### config.mk
export PLATFORM = sky130hd
export DESIGN_NAME = if_stage_fetch
export DESIGN_NICKNAME = d
export VERILOG_FILES = /design/src/rtl/if_stage_fetch.sv
export SDC_FILE = /design/constraint.sdc
export NUM_CORES = 1
export LEC_CHECK = 0
export CORE_MARGIN = 8
export CORE_UTILIZATION = 59
export CTS_CLUSTER_DIAMETER = 150
export DETAILED_ROUTE_END_ITERATION = 16
export GPL_TIMING_DRIVEN = 0
export PLACE_DENSITY = 0.87
export SYNTH_ARGS = -nofsm -noshare
export SYNTH_HDL_FRONTEND = slang
export SYNTH_SLANG_ARGS = --single-unit
### constraint.sdc
create_clock -name clk -period 6.1 [get_ports clk]
set_input_delay 0.915 -clock clk [delete_from_list [all_inputs] [get_ports clk]]
set_output_delay 0.915 -clock clk [all_outputs]
set_load 0.01 [all_outputs]
### src/rtl/if_stage_fetch.sv
// Instruction-fetch stage with IF/ID pipeline register.
// Fetches from instruction memory over a req/ack handshake with a single
// outstanding request, parks a fetched word while decode is frozen, and
// redirects on a taken branch resolved in decode.
module if_stage_fetch #(
    parameter int unsigned            WORD_LEN = 32,
    parameter logic [WORD_LEN-1:0]    RESET_PC = '0
) (
    input  logic                clk,
    input  logic                rst,
    input  logic                freeze,
    input  logic                br_taken,
    input  logic [WORD_LEN-1:0] br_offset,
    output logic                imem_req,
    output logic [WORD_LEN-1:0] imem_addr,
    input  logic                imem_ack,
    input  logic [WORD_LEN-1:0] imem_rdata,
    output logic [WORD_LEN-1:0] id_instruction,
    output logic [WORD_LEN-1:0] id_pc_plus4,
    output logic                id_valid
);

    localparam logic [WORD_LEN-1:0] PC_STEP = WORD_LEN'(4);

    typedef enum logic [1:0] {
        S_START = 2'd0,
        S_WAIT  = 2'd1,
        S_HOLD  = 2'd2,
        S_DROP  = 2'd3
    } state_t;

    state_t              r_state;
    state_t              w_state_nx;

    logic [WORD_LEN-1:0] r_pc;
    logic [WORD_LEN-1:0] r_buf;
    logic [WORD_LEN-1:0] r_saved;
    logic [WORD_LEN-1:0] r_id_instr;
    logic [WORD_LEN-1:0] r_id_pc4;
    logic                r_id_valid;
    logic                r_req;

    logic [WORD_LEN-1:0] w_pc_nx;
    logic [WORD_LEN-1:0] w_buf_nx;
    logic [WORD_LEN-1:0] w_saved_nx;
    logic [WORD_LEN-1:0] w_id_instr_nx;
    logic [WORD_LEN-1:0] w_id_pc4_nx;
    logic                w_id_valid_nx;
    logic                w_req_nx;

    logic [WORD_LEN-1:0] w_target;
    logic [WORD_LEN-1:0] w_pc_plus4;

    // Branch target is relative to the PC+4 of the branch sitting in decode.
    assign w_target   = r_id_pc4 + (br_offset << 2);
    assign w_pc_plus4 = r_pc + PC_STEP;

    // State register.
    always_ff @(posedge clk or negedge rst) begin
        if (!rst) begin
            r_state <= S_START;
        end else begin
            r_state <= w_state_nx;
        end
    end

    // Next-state and datapath update; redirect outranks ack and freeze.
    always_comb begin
        w_state_nx    = r_state;
        w_pc_nx       = r_pc;
        w_buf_nx      = r_buf;
        w_saved_nx    = r_saved;
        w_id_instr_nx = r_id_instr;
        w_id_pc4_nx   = r_id_pc4;
        w_id_valid_nx = r_id_valid;

        case (r_state)
            S_START: begin
                w_state_nx = S_WAIT;
                if (br_taken) begin
                    w_pc_nx       = w_target;
                    w_id_instr_nx = '0;
                    w_id_valid_nx = 1'b0;
                end
            end

            S_WAIT: begin
                if (br_taken) begin
                    w_id_instr_nx = '0;
                    w_id_valid_nx = 1'b0;
                    if (imem_ack) begin
                        w_pc_nx = w_target;
                    end else begin
                        // Old request still in flight: finish it, then jump.
                        w_saved_nx = w_target;
                        w_state_nx = S_DROP;
                    end
                end else if (imem_ack && !freeze) begin
                    w_id_instr_nx = imem_rdata;
                    w_id_pc4_nx   = w_pc_plus4;
                    w_id_valid_nx = 1'b1;
                    w_pc_nx       = w_pc_plus4;
                end else if (imem_ack) begin
                    w_buf_nx   = imem_rdata;
                    w_state_nx = S_HOLD;
                end else if (!freeze) begin
                    w_id_instr_nx = '0;
                    w_id_valid_nx = 1'b0;
                end
            end

            S_HOLD: begin
                if (br_taken) begin
                    w_id_instr_nx = '0;
                    w_id_valid_nx = 1'b0;
                    w_buf_nx      = '0;
                    w_pc_nx       = w_target;
                    w_state_nx    = S_WAIT;
                end else if (!freeze) begin
                    w_id_instr_nx = r_buf;
                    w_id_pc4_nx   = w_pc_plus4;
                    w_id_valid_nx = 1'b1;
                    w_pc_nx       = w_pc_plus4;
                    w_state_nx    = S_WAIT;
                end
            end

            S_DROP: begin
                w_id_instr_nx = '0;
                w_id_valid_nx = 1'b0;
                if (br_taken) begin
                    if (imem_ack) begin
                        w_pc_nx    = w_target;
                        w_state_nx = S_WAIT;
                    end else begin
                        w_saved_nx = w_target;
                    end
                end else if (imem_ack) begin
                    w_pc_nx    = r_saved;
                    w_state_nx = S_WAIT;
                end
            end

            default: begin
                w_state_nx = S_START;
            end
        endcase

        w_req_nx = (w_state_nx == S_WAIT) || (w_state_nx == S_DROP);
    end

    // PC, hold buffer, saved target, IF/ID register and request flag.
    always_ff @(posedge clk or negedge rst) begin
        if (!rst) begin
            r_pc       <= RESET_PC;
            r_buf      <= '0;
            r_saved    <= '0;
            r_id_instr <= '0;
            r_id_pc4   <= '0;
            r_id_valid <= 1'b0;
            r_req      <= 1'b0;
        end else begin
            r_pc       <= w_pc_nx;
            r_buf      <= w_buf_nx;
            r_saved    <= w_saved_nx;
            r_id_instr <= w_id_instr_nx;
            r_id_pc4   <= w_id_pc4_nx;
            r_id_valid <= w_id_valid_nx;
            r_req      <= w_req_nx;
        end
    end

    // The PC only moves when no request is pending, so it doubles as the
    // outstanding address in both WAIT and DROP.
    assign imem_req       = r_req;
    assign imem_addr      = r_pc;
    assign id_instruction = r_id_instr;
    assign id_pc_plus4    = r_id_pc4;
    assign id_valid       = r_id_valid;

endmodule
Word level (Yosys, flattened, before mapping)
Index checks and enable logic that the tools add are counted.

word-level totals
  bits in registers = 164
  latch bits = 0
  RAM bits = 0
  ROM bits = 0
  input bits = 69
  logic and storage cells = 80
  memories kept = 0

operators by class
  add/sub/neg operators = 2
  $mul = 0
  div/mod/pow operators = 0
  order comparisons = 0
  equal/unequal tests = 18
  shift-type cells = 0
  mux-type cells = 40
  bitwise logic cells = 1
  reduce and logical (&&, ||, !) cells = 11

operators with widths
  cell                     number
  $mux W32                 20
  $pmux W32 S4             2
  $pmux W32 S2             2
  $add A32 B3 Y32 const B  1
  $add A32 B32 Y32         1
  $ne A2 B2 Y1 const B     8
  $mux W2                  7
  $reduce_and A5 Y1        2
  $ne A3 B3 Y1 const B     3
  $ne A4 B4 Y1 const B     2
  $pmux W2 S4              1
  $reduce_and A4 Y1        2
  $mux W1                  7
  $eq A2 B2 Y1 const B     3
  $eq A2 B1 Y1 const B     2
  $pmux W1 S4              1
  $reduce_and A3 Y1        1
  $logic_not A2 Y1         1
  $reduce_bool A2 Y1       1
  $reduce_or A2 Y1         1
  $logic_and A1 B1 Y1      1
  $logic_not A1 Y1         1
  $logic_or A1 B1 Y1       1
  $not A1 Y1               1

Depth between registers and ports, before layout
  depth in word-level cells = 7
  depth in mapped cells = 12
  gate-level depth less buffers = 10

Worst setup path before layout
No wires, ideal clock.

  kind = input to register
  from = input port br_offset[0]
  to = register r_pc[28], in the netlist imem_addr[28]
  library setup time = 0.065 ns
  data arrival time = 3.271 ns
  slack = 2.764 ns
  stages on the path = 10
  cells stage by stage = ha_1 > fa_1 > a21o_1 > a221oi_4 > o21ai_2 > a211oi_2 > o31a_4 > mux2_4 > a221oi_2 > o22a_1

on the way
  word-level cells in the longest chain between the ends = 4

RTL lines
  item                                line     source
  start: declaration                  13       input logic [WORD_LEN-1:0] br_offset,
  $add A32 B32 Y32 *                  55       assign w_target = r_id_pc4 + (br_offset << 2);
  $mux W32                            91, 132
  $mux W32, on equally long branches  131, 88
  $pmux W32 S4 *                      77       case (r_state)
  end signal: assignment              163      r_pc <= w_pc_nx;
  end: declaration                    35       logic [WORD_LEN-1:0] r_pc;

Mark *: on every way between the ends. The rest lies on a longest branch, timed or not. The select of a mux whose other input is x is not followed.
A chain may end at the register's enable or synchronous reset.

Worst setup path in the final report
Ends and elaborated chain as after synthesis.

==> flow_metrics.env <==
export IMPL_clock_skew_ns=0.00882
export IMPL_yosys_area_share_xor_xnor_pct=4.70
export IMPL_max_freq_mhz=262
export IMPL_dieArea_um2=22200
export IMPL_synth_compound_area_share_pct=27.6
export IMPL_final_common_cell="dfrtp_1"
export IMPL_crit_type="input port to register"
export IMPL_synth_fa_ha_area_share_pct=4.40
export IMPL_hold_violations=0
export IMPL_synthArstFlopShare_pct=100
export IMPL_clk_root_buffer_cell="clkbuf_16"
export IMPL_synth_edf_count=0
export IMPL_hold_class="input port to async pin"
export IMPL_synthCells=1159
export IMPL_globalRoute_busiestLayer="met2"
export IMPL_r2r_end="imem_addr[28]"
export IMPL_max_slew_margin_pct=38.4
export IMPL_setup_ws_ns=2.28
export IMPL_vias=10680
export IMPL_dp_slack_ns=1.89
export IMPL_synth_distinct_cells=84
export IMPL_syn_num_nets=1264
export IMPL_die_w_um=149
export IMPL_power_total_mw=7.40
export IMPL_grt_max_degree=111
export IMPL_path_cells="clkdlybuf4s50_1 > ha_1 > fa_1 > a21o_1 > a221oi_4 > o21ai_2 > a211oi_2 > o31a_4 > mux2_4 > a221oi_2 > o22a_1"
export IMPL_instances_no_fill=1579
export IMPL_dp_hpwl_um=26100
export IMPL_cts_max_level=4
export IMPL_critPathMaxStageDelay_ns=0.44
export IMPL_drive_gt1_share_pct=7.98
export IMPL_synth_top_cell_area_share_pct=39.2
export IMPL_drc=0
export IMPL_min_period_over_period_pct=62.5
export IMPL_cp_data_required_time_ns=6.48
export IMPL_nets=1446
export IMPL_run_status="finished, final reports clean"
export IMPL_slowest_stage="fa_1"
export IMPL_synth_simple_area_share_pct=16.2
export IMPL_grt_pass1_vias=10357
export IMPL_overflow=0
export IMPL_r2r_slack_ns=2.78
export IMPL_start_util_pct=60.2
export IMPL_drt_first_pass_iters=9
export IMPL_num_antenna_cells=0
export IMPL_cts_repair_resized=0
export IMPL_final_fill_count=1278
export IMPL_place_inst=1547
export IMPL_endpoint_kind="register"
export IMPL_postRouteAntennaNets=0
export IMPL_cp_max_fo=5
export IMPL_avgRoutedWirePerCell_um=22.9
export IMPL_worst_r2r_cell_count=10
export IMPL_rr_startpoint="id_pc_plus4[2]"
export IMPL_clock_latency_ns=0.44
export IMPL_synth_ff_type="dfrtp_1"
export IMPL_core_um2=17300
export IMPL_cts_tree="yes"
export IMPL_max_slew_worst_pin_slew_ns=0.914
export IMPL_clock_sink_count=163
export IMPL_hold_buffers=0
export IMPL_first_iter_violations=1363
export IMPL_crit_path_start_kind="input port"
export IMPL_crit_arrival_ns=4.19
export IMPL_synth_mux_area_share_pct=3.54
export IMPL_rsz0062_at_grt="no"
export IMPL_track_usage_pct=31.9
export IMPL_p_leak_nw=5.42
export IMPL_clk_pin_slew_ns=0.07
export IMPL_synth_top_family_by_area="compound AO/OA/AOI/OAI gates"
export IMPL_vias_per_cell=6.76
export IMPL_synth_area_leaders="dfrtp_1 39%, a22o_1 5.8%, nor2_1 4.7%, a21oi_1 4.5%, ha_1 4.2%"
export IMPL_numCtsBuffers=17
export IMPL_met2_usage_pct=48.3
export IMPL_syn_to_final_growth_pct=24.0
export IMPL_io_pins=167
export IMPL_port_buffers=162
export IMPL_fin_crit_ns=3.82
export IMPL_yosysWarnings=0
export IMPL_antenna_found_initial=0
export IMPL_row_count=48
export IMPL_grt_pass1_wl_um=55800
export IMPL_wirelength_um=36100
export IMPL_syn_mean_instance_area_um2=8.99
export IMPL_met1_usage_pct=41.9
export IMPL_vdd_ir_drop_worst_uv=297
export IMPL_setup_violations=0
export IMPL_cp_num_buf_inv=1
export IMPL_post_cts_setup_buffers=0
export IMPL_synth_top_area_cell="dfrtp_1"
export IMPL_ys_seq_area_share_pct=39.2
export IMPL_grt_use_met3_pct=8.68
export IMPL_clock_path_buffers=2
export IMPL_place_gp_congestion=0.948
export IMPL_max_cap_violations=0
export IMPL_multiInputGateArea_um2=5880
export IMPL_slew_viol_final=0
export IMPL_final_cell_mix="163 x dfrtp_1, 161 x clkdlybuf4s50_1, 131 x nor2_1, 106 x nand2_1, 93 x a21oi_1"
export IMPL_synth_seq_cells=163
export IMPL_crit_family="compound AO/OA/AOI/OAI gates"
export IMPL_fp_dieH_um=149
export IMPL_regArea_um2=4080
export IMPL_p_per_area_nw_per_um2=573
export IMPL_netlist_area_um2=10400
==> power by group <==
| part | leakage, nW | switching [mW] | internal, mW |
|---|---|---|---|
| clock network | 0.276 | 0.494 | 0.548 |
| registers | 2.03 | 0.442 | 1.53 |
| logic | 3.11 | 2.59 | 1.79 |
| total | 5.42 | 3.52 | 3.88 |
==> logic make-up after synthesis <==
| group | Yosys count |
|---|---|
| AO/OA/AOI/OAI | 416 |
| AND/OR/NAND/NOR | 354 |
| flip-flops | 163 |
| buffers and inverters | 102 |
| XOR/XNOR | 55 |
| adder cells (fa/ha/maj) | 36 |
| multiplexers | 33 |
==> worst reg2reg max path: stages (launching register included) <==
cell and delay (ns):
dfrtp_1 0.41, ha_1 0.24, fa_1 0.44, a21o_1 0.23, a221oi_4 0.42, o21ai_2 0.18
a211oi_2 0.44, o31a_4 0.21, mux2_4 0.31, a221oi_2 0.24, o22a_1 0.15
==> cell usage after synthesis (11+ instances only) <==
cell type,number
dfrtp_1,163
nor2_1,131
nand2_1,106
a21oi_1,93
a22o_1,69
o21ai_0,67
clkbuf_1,54
a22oi_1,42
ha_1,35
xnor2_1,29
mux2_2,26
nand3_1,26
xor2_1,25
inv_1,18
nor3_1,17
a21o_1,15
a31oi_1,15
nand4_1,15
o22ai_1,14
a221oi_1,11
o21a_1,11
==> per-layer routing <==
| metal | part of all wire, % | up-vias | wire length [um] |
|---|---|---|---|
| li1 | - | 4640 | - |
| met1 | 39 | 5123 | 14100 |
| met2 | 45 | 764 | 16100 |
| met3 | 12 | 153 | 4500 |
| met4 | 4.0 | 0 | 1460 |
| met5 | 0 | - | 0 |
==> cell type report <==
class                      count  area share [%]
inverter                      20           0.581
clock inverter                13           0.921
buffer                        82            2.95
multi-input combinational    894            45.5
tap                          225            2.18
sequential                   163            31.6
timing repair buffer         163            12.8
clock buffer                  19            3.43
==> flip-flops by register name (all words and copies together) (netlist names) <==
name / cells
r_saved: 32
imem_addr: 32
id_pc_plus4: 32
id_valid: 1
r_state: 2
r_buf: 32
id_instruction: 32
==> worst max path at each step <==
stage,from,end,cells past startpoint
finish,br_offset[0],imem_addr[28],11
global route,br_offset[0],imem_addr[28],11
CTS,br_offset[0],imem_addr[28],11
detailed placement,br_offset[0],imem_addr[28],11
global placement,rst,id_instruction[29],1
floorplan,br_offset[0],imem_addr[28],10
==> metrics by stage <==
step | utilization (%) | setup TNS (ns) | cell area (um2) | hold slack [ns]
after detailed placement | 71.4 | 0 | 12300 | 0.476
after global placement | 71.2 | -429.48 | 12300 | 0.463
after floorplan | - | 0 | 10400 | 0.450
after CTS | 74.6 | 0 | 12900 | 0.408
after global routing | 74.6 | 0 | 12900 | 0.416
final | 74.6 | 0 | 12900 | 0.389
(Power assumes the default switching activity.)
